<file path="config.mk">
export PLATFORM = sky130hd
export DESIGN_NAME = adc_sample_scheduler
export DESIGN_NICKNAME = d
export VERILOG_FILES = /design/src/rtl/adc_sample_scheduler.sv
export SDC_FILE = /design/constraint.sdc
export NUM_CORES = 1
export LEC_CHECK = 0
export ABC_AREA = 1
export CAP_MARGIN = 20
export CORE_MARGIN = 5
export CORE_UTILIZATION = 30
export CTS_CLUSTER_SIZE = 40
export DETAILED_ROUTE_END_ITERATION = 10
export GPL_ROUTABILITY_DRIVEN = 0
export PLACE_DENSITY = 0.49
export RECOVER_POWER = 100
export SLEW_MARGIN = 20
export SYNTH_ARGS = -nofsm -noshare
export SYNTH_HDL_FRONTEND = slang
export SYNTH_SLANG_ARGS = --single-unit
</file>
<file path="constraint.sdc">
create_clock -name CLOCK -period 4.9 [get_ports CLOCK]
set_input_delay 0.49 -clock CLOCK [delete_from_list [all_inputs] [get_ports CLOCK]]
set_output_delay 0.49 -clock CLOCK [all_outputs]
set_load 0.1 [all_outputs]
</file>
<file path="src/rtl/adc_sample_scheduler.sv">
// ADC sample scheduler: shares one conversion engine between two on-demand
// requesters and a periodic round-robin background scan, publishes tagged
// results and tracks per-channel freshness.
module adc_sample_scheduler #(
   parameter int unsigned SCAN_PERIOD    = 50000,
   parameter int unsigned TIMEOUT_CYCLES = 1024,
   parameter int unsigned DATA_W         = 12
) (
   input  logic              CLOCK,
   input  logic              RESET,
   input  logic              SCAN_EN,
   input  logic [7:0]        CH_MASK,
   input  logic [1:0]        REQ,
   input  logic [5:0]        REQ_CH,
   output logic [1:0]        ACK,
   output logic              CONV_START,
   output logic [2:0]        CONV_CH,
   input  logic              CONV_BUSY,
   input  logic              CONV_DONE,
   input  logic [DATA_W-1:0] CONV_DATA,
   output logic [DATA_W-1:0] RESULT,
   output logic [2:0]        RESULT_CH,
   output logic              RESULT_VALID,
   output logic [7:0]        CH_VALID,
   output logic              TIMEOUT_ERR
);

   localparam int unsigned ScanW = (SCAN_PERIOD > 1) ? $clog2(SCAN_PERIOD) : 1;
   localparam int unsigned ToW   = (TIMEOUT_CYCLES > 1) ? $clog2(TIMEOUT_CYCLES) : 1;
   localparam logic [ScanW-1:0] ScanLast = ScanW'(SCAN_PERIOD - 1);
   localparam logic [ToW-1:0]   ToLast   = ToW'(TIMEOUT_CYCLES - 1);

   typedef enum logic [1:0] {StIdle, StIssue, StWait, StCapture} state_e;

   state_e            state_q, state_d;
   logic [ScanW-1:0]  scan_cnt_q;
   logic              scan_pend_q;
   logic [2:0]        last_scan_q;
   logic [1:0]        owner_q;        // one-hot requester; 2'b00 means the scan owns it
   logic [2:0]        conv_ch_q;
   logic [ToW-1:0]    to_cnt_q;
   logic [1:0]        ack_q;
   logic [1:0]        ack_prev_q;
   logic [DATA_W-1:0] result_q;
   logic [2:0]        result_ch_q;
   logic [7:0]        ch_valid_q;
   logic              timeout_err_q;

   logic              scan_hit;
   logic [2:0]        scan_ch;
   logic [1:0]        req_eff;
   logic              grant;
   logic              scan_grant;
   logic              scan_drop;
   logic [1:0]        grant_owner;
   logic [2:0]        grant_ch;
   logic              wait_done;
   logic              wait_to;

   // Round-robin pick: first enabled channel strictly after the last scanned one
   always_comb begin
      scan_hit = 1'b0;
      scan_ch  = 3'd0;
      for (int k = 1; k <= 8; k++) begin
         if (!scan_hit && CH_MASK[last_scan_q + 3'(k)]) begin
            scan_hit = 1'b1;
            scan_ch  = last_scan_q + 3'(k);
         end
      end
   end

   // Fixed-priority arbitration in IDLE; a requester just acked is masked so a
   // held level cannot be granted twice for one transaction
   always_comb begin
      req_eff     = REQ & ~(ack_q | ack_prev_q);
      grant       = 1'b0;
      scan_grant  = 1'b0;
      grant_owner = 2'b00;
      grant_ch    = 3'd0;
      scan_drop   = (state_q == StIdle) && scan_pend_q && !scan_hit;
      if (state_q == StIdle) begin
         if (req_eff[0]) begin
            grant       = 1'b1;
            grant_owner = 2'b01;
            grant_ch    = REQ_CH[2:0];
         end else if (req_eff[1]) begin
            grant       = 1'b1;
            grant_owner = 2'b10;
            grant_ch    = REQ_CH[5:3];
         end else if (scan_pend_q && scan_hit) begin
            grant       = 1'b1;
            scan_grant  = 1'b1;
            grant_ch    = scan_ch;
         end
      end
   end

   assign wait_done = (state_q == StWait) && CONV_DONE;
   assign wait_to   = (state_q == StWait) && !CONV_DONE && (to_cnt_q == ToLast);

   // FSM state register
   always_ff @(posedge CLOCK) begin
      if (RESET) state_q <= StIdle;
      else       state_q <= state_d;
   end

   // FSM next-state logic; DONE takes precedence over an expiring timeout
   always_comb begin
      state_d = state_q;
      unique case (state_q)
         StIdle:    if (grant) state_d = StIssue;
         StIssue:   if (!CONV_BUSY) state_d = StWait;
         StWait: begin
            if (CONV_DONE)              state_d = StCapture;
            else if (to_cnt_q == ToLast) state_d = StIdle;
         end
         StCapture: state_d = StIdle;
         default:   state_d = StIdle;
      endcase
   end

   // FSM outputs decoded from state
   always_comb begin
      CONV_START   = (state_q == StIssue) && !CONV_BUSY;
      RESULT_VALID = (state_q == StCapture);
   end

   // Scan timer and pending flag; a fresh wrap wins over a same-cycle clear
   always_ff @(posedge CLOCK) begin
      if (RESET || !SCAN_EN) begin
         scan_cnt_q  <= '0;
         scan_pend_q <= 1'b0;
      end else begin
         if (scan_cnt_q == ScanLast) begin
            scan_cnt_q  <= '0;
            scan_pend_q <= 1'b1;
         end else begin
            scan_cnt_q <= scan_cnt_q + ScanW'(1);
            if (scan_grant || scan_drop) scan_pend_q <= 1'b0;
         end
      end
   end

   // Grant bookkeeping and the WAIT-state timeout counter
   always_ff @(posedge CLOCK) begin
      if (RESET) begin
         last_scan_q <= 3'd7;
         owner_q     <= 2'b00;
         conv_ch_q   <= 3'd0;
         to_cnt_q    <= '0;
      end else begin
         if (grant) begin
            owner_q   <= grant_owner;
            conv_ch_q <= grant_ch;
         end
         if (scan_grant) last_scan_q <= scan_ch;
         if (state_q == StWait) to_cnt_q <= to_cnt_q + ToW'(1);
         else                   to_cnt_q <= '0;
      end
   end

   // Result capture, acknowledge pulse and sticky status flags
   always_ff @(posedge CLOCK) begin
      if (RESET) begin
         ack_q         <= 2'b00;
         ack_prev_q    <= 2'b00;
         result_q      <= '0;
         result_ch_q   <= 3'd0;
         ch_valid_q    <= 8'h00;
         timeout_err_q <= 1'b0;
      end else begin
         ack_prev_q <= ack_q;
         ack_q      <= (wait_done || wait_to) ? owner_q : 2'b00;
         if (wait_done) begin
            result_q               <= CONV_DATA;
            result_ch_q            <= conv_ch_q;
            ch_valid_q[conv_ch_q]  <= 1'b1;
         end
         if (wait_to) timeout_err_q <= 1'b1;
      end
   end

   assign ACK         = ack_q;
   assign CONV_CH     = conv_ch_q;
   assign RESULT      = result_q;
   assign RESULT_CH   = result_ch_q;
   assign CH_VALID    = ch_valid_q;
   assign TIMEOUT_ERR = timeout_err_q;

endmodule

</file>
==> results.yml <==
status:
  status: "finished clean"
timing:
  period_share_pct: 70.8
  finClkSkew_ps: 5.54
  period_needed_ps: 3470
  setup_violations: 0
  finalSetupTns_ps: 0
  hold_violations: 0
  fmaxAchievable_mhz: 288
  worst_pin_slew_ps: 1010
  grt_setup_unrepaired: "no"
  final-max-slew-violation-count: 0
  slew-limit-headroom_pct: 32.2
global_routing:
  grt_max_degree: 25
  grt_use_total_pct: 13.8
  grt_pass1_vias: 3266
  grt_antenna_before_repair: 0
  overflow: 0
  grt_pass1_wl_um: 14900
setup_path:
  cp-end-kind: "flip-flop"
  critPathArrivalTime_ps: 3680
  crit_path_start_kind: "flip-flop"
  criticalPathCategory: "flip-flop to flip-flop"
  max_stage_delay_ps: 610
  worst-path-max-fanout: 12
  path_cells: "inv_1 -> ha_1 -> inv_1 -> nand3_1 -> nand3_2 -> nand2_4 -> nor2_8 -> nand4_4 -> nor2_1 -> nand3_2 -> nand2_1 -> nand3_2 -> nand2_1 -> inv_1 -> o21ai_0 -> a21oi_1"
  crit_required_ps: 5110
  slowest_stage: "dfxtp_1"
clock_network:
  postCtsHoldBufs: 0
  cts_resized: 0
  cts_buffers: 9
  ctsHtreeMaxLevel: 3
  ctsLongestPathBuffers: 2
  clock-root-buffer: "clkbuf_16"
  cts_sinks: 65
  insertion_delay_ps: 330
  clk_pin_slew_worst_paths_ps: 50
  cts_tree: "yes"
  cts_setup_buffers: 0
synth:
  synth_cell_types: 42
  ys.flop_type: "dfxtp_1"
  syn_avg_cell_area_um2: 6.99
  yosys_warnings: 0
  syn-num-nets: 518
  synth_edf_count: 0
  ys_seq_area_share_pct: 38.7
  syn_inst: 481
  syn_area_um2: 3360
  synthArstFlopShare_pct: 0
  ys_ff_latch: 65
detailed_routing:
  viasPerCell: 4.61
  wl_um: 8410
  vias: 3178
  drtPass1Iterations: 5
  wl_per_cell_um: 12.2
  drt-initial-drc-count: 162
  drc: 0
  antenna_left: 0
finish:
  syn_to_final_growth_pct: 31.2
  multiInputGateArea_um2: 1720
  final_cell_area_um2: 4410
  diodes: 0
  fillers: 1166
  drive_gt1_share_pct: 8.55
  post-route-util_pct: 40.3
  seqCellArea_um2: 1300
  nets: 582
floorplan:
  die-area_um2: 13400
  core_area_um2: 10900
  initial_utilization_pct: 30.7
  die_y_um: 116
  placementRows: 38
  chipWidth_um: 116
  pin_count: 64
pwr:
  switching_share_pct: 31.1
  ir_drop_uv: 228
  clkPwrFrac_pct: 43.8
  seqPwrFrac_pct: 36.2
  power_density_nw_per_um2: 361
  p_total_mw: 1.59
  p_int_mw: 1.10
  combPwrFrac_pct: 20.0
  power.leakage_nw: 1.96
  p_sw_mw: 0.495
placement:
  hpwl_um: 6390
  port_buffers: 63
  post_dp_cell_area_um2: 4110
run:
  cap_viol_max_count: 0
hold_path:
  hold_path.class: "flip-flop to flip-flop"
flip-flops by register name (all words and copies together), names as in the netlist:
| name | count |
|---|---|
| CONV_CH | 3 |
| ACK | 2 |
| scan_pend_q | 1 |
| scan_cnt_q | 16 |
| RESULT_CH | 3 |
| owner_q | 2 |
| last_scan_q | 3 |
| state_q | 2 |
| RESULT | 12 |
| CH_VALID | 8 |
| ack_prev_q | 2 |
| to_cnt_q | 10 |
| TIMEOUT_ERR | 1 |
Yosys cell counts (all sizes together), types with 3 or more instances:
library cell | count | area (um^2)
nand3 | 46 | 285
o21ai | 30 | 150
a21oi | 25 | 125
nand2 | 106 | 430
nor2 | 78 | 324
dfxtp | 65 | 1300
buf | 5 | 42.5
or2 | 4 | 25.0
o21a | 3 | 22.5
nand4 | 10 | 77.6
nor3 | 8 | 40.0
ha | 4 | 50.1
nor3b | 6 | 45.0
clkbuf | 6 | 22.5
inv | 63 | 244
a31oi | 7 | 43.8
worst max-delay path, delay by kind of cell, from the launching register on:
family | cells | cell delay, ps
compound gates | 2 | 220
fa+ha+maj | 1 | 500
buf+inv | 3 | 600
flops | 1 | 610
simple gates | 10 | 1410
per-stage QoR:
step | std cells | hold slack [ps] | setup WS, ps
after detailed placement | 674 | 425 | 1830
after floorplan | 481 | 408 | 2600
after CTS | 690 | 429 | 1950
after global placement | 674 | 421 | 1850
after global routing | 690 | 444 | 994
final | 690 | 423 | 1430
placed cells by master, fill, tap and decap left out, types with 3 or more instances in the layout:
cell type,netlist,routed
nand4_1,9,9
a31oi_1,7,7
o21ai_0,26,28
clkdlybuf4s50_1,0,31
o21a_1,3,3
inv_1,54,58
clkbuf_16,0,9
dfxtp_1,65,65
nor2_1,75,76
or2_2,4,4
nand2_1,97,100
a21oi_1,25,25
dlygate4sd3_1,0,32
nor3b_1,6,6
ha_1,4,4
nand3_1,35,36
nor3_1,8,8
inv_2,7,3
nand3_2,11,10
nand2_2,7,5
power groups by stage:
stage / registers (mW) / logic [mW] / clock network [mW]
after global placement: 0.588 / 0.332 / 0
after detailed placement: 0.588 / 0.332 / 0
after global routing: 0.579 / 0.344 / 0.743
after CTS: 0.577 / 0.333 / 0.718
final: 0.576 / 0.319 / 0.697
after floorplan: 0.710 / 0.115 / 0
per-layer routing:
metal	global-route usage, %	share of wire, %	vias to the layer above
met5	0	0	-
met4	4.64	1.7	0
met3	5.12	6.5	12
met2	22.7	46	59
met1	16.6	46	1413
li1	-	-	1694
final timing paths:
kind,slack [ps],startpoint,depth (start not counted),end
worst max-delay path,1430,last_scan_q[0],16,CONV_CH[0]
worst min register to register,420,owner_q[1],2,ACK[1]
worst min-delay path,420,owner_q[1],2,ACK[1]
worst max register to register,1430,last_scan_q[0],16,CONV_CH[0]
cells by family (layout without fill, tap and decap cells):
group	count (synthesis)	count (layout)	synth area share [%]
simple gates	259	259	36.7
fa+ha+maj	4	4	1.49
buf+inv	75	144	9.30
compound gates	74	74	12.3
xor+xnor	4	4	1.49
flops	65	65	38.7
final cells by class:
type | count | area share, %
well taps | 140 | 3.97
flip-flops and latches | 65 | 29.5
clock inverters | 6 | 2.01
inverters | 64 | 5.62
repair buffers | 64 | 14.4
clock buffers | 10 | 5.42
multi-input cells | 341 | 39.1
No activity file was read; power rests on OpenSTA's default activity.
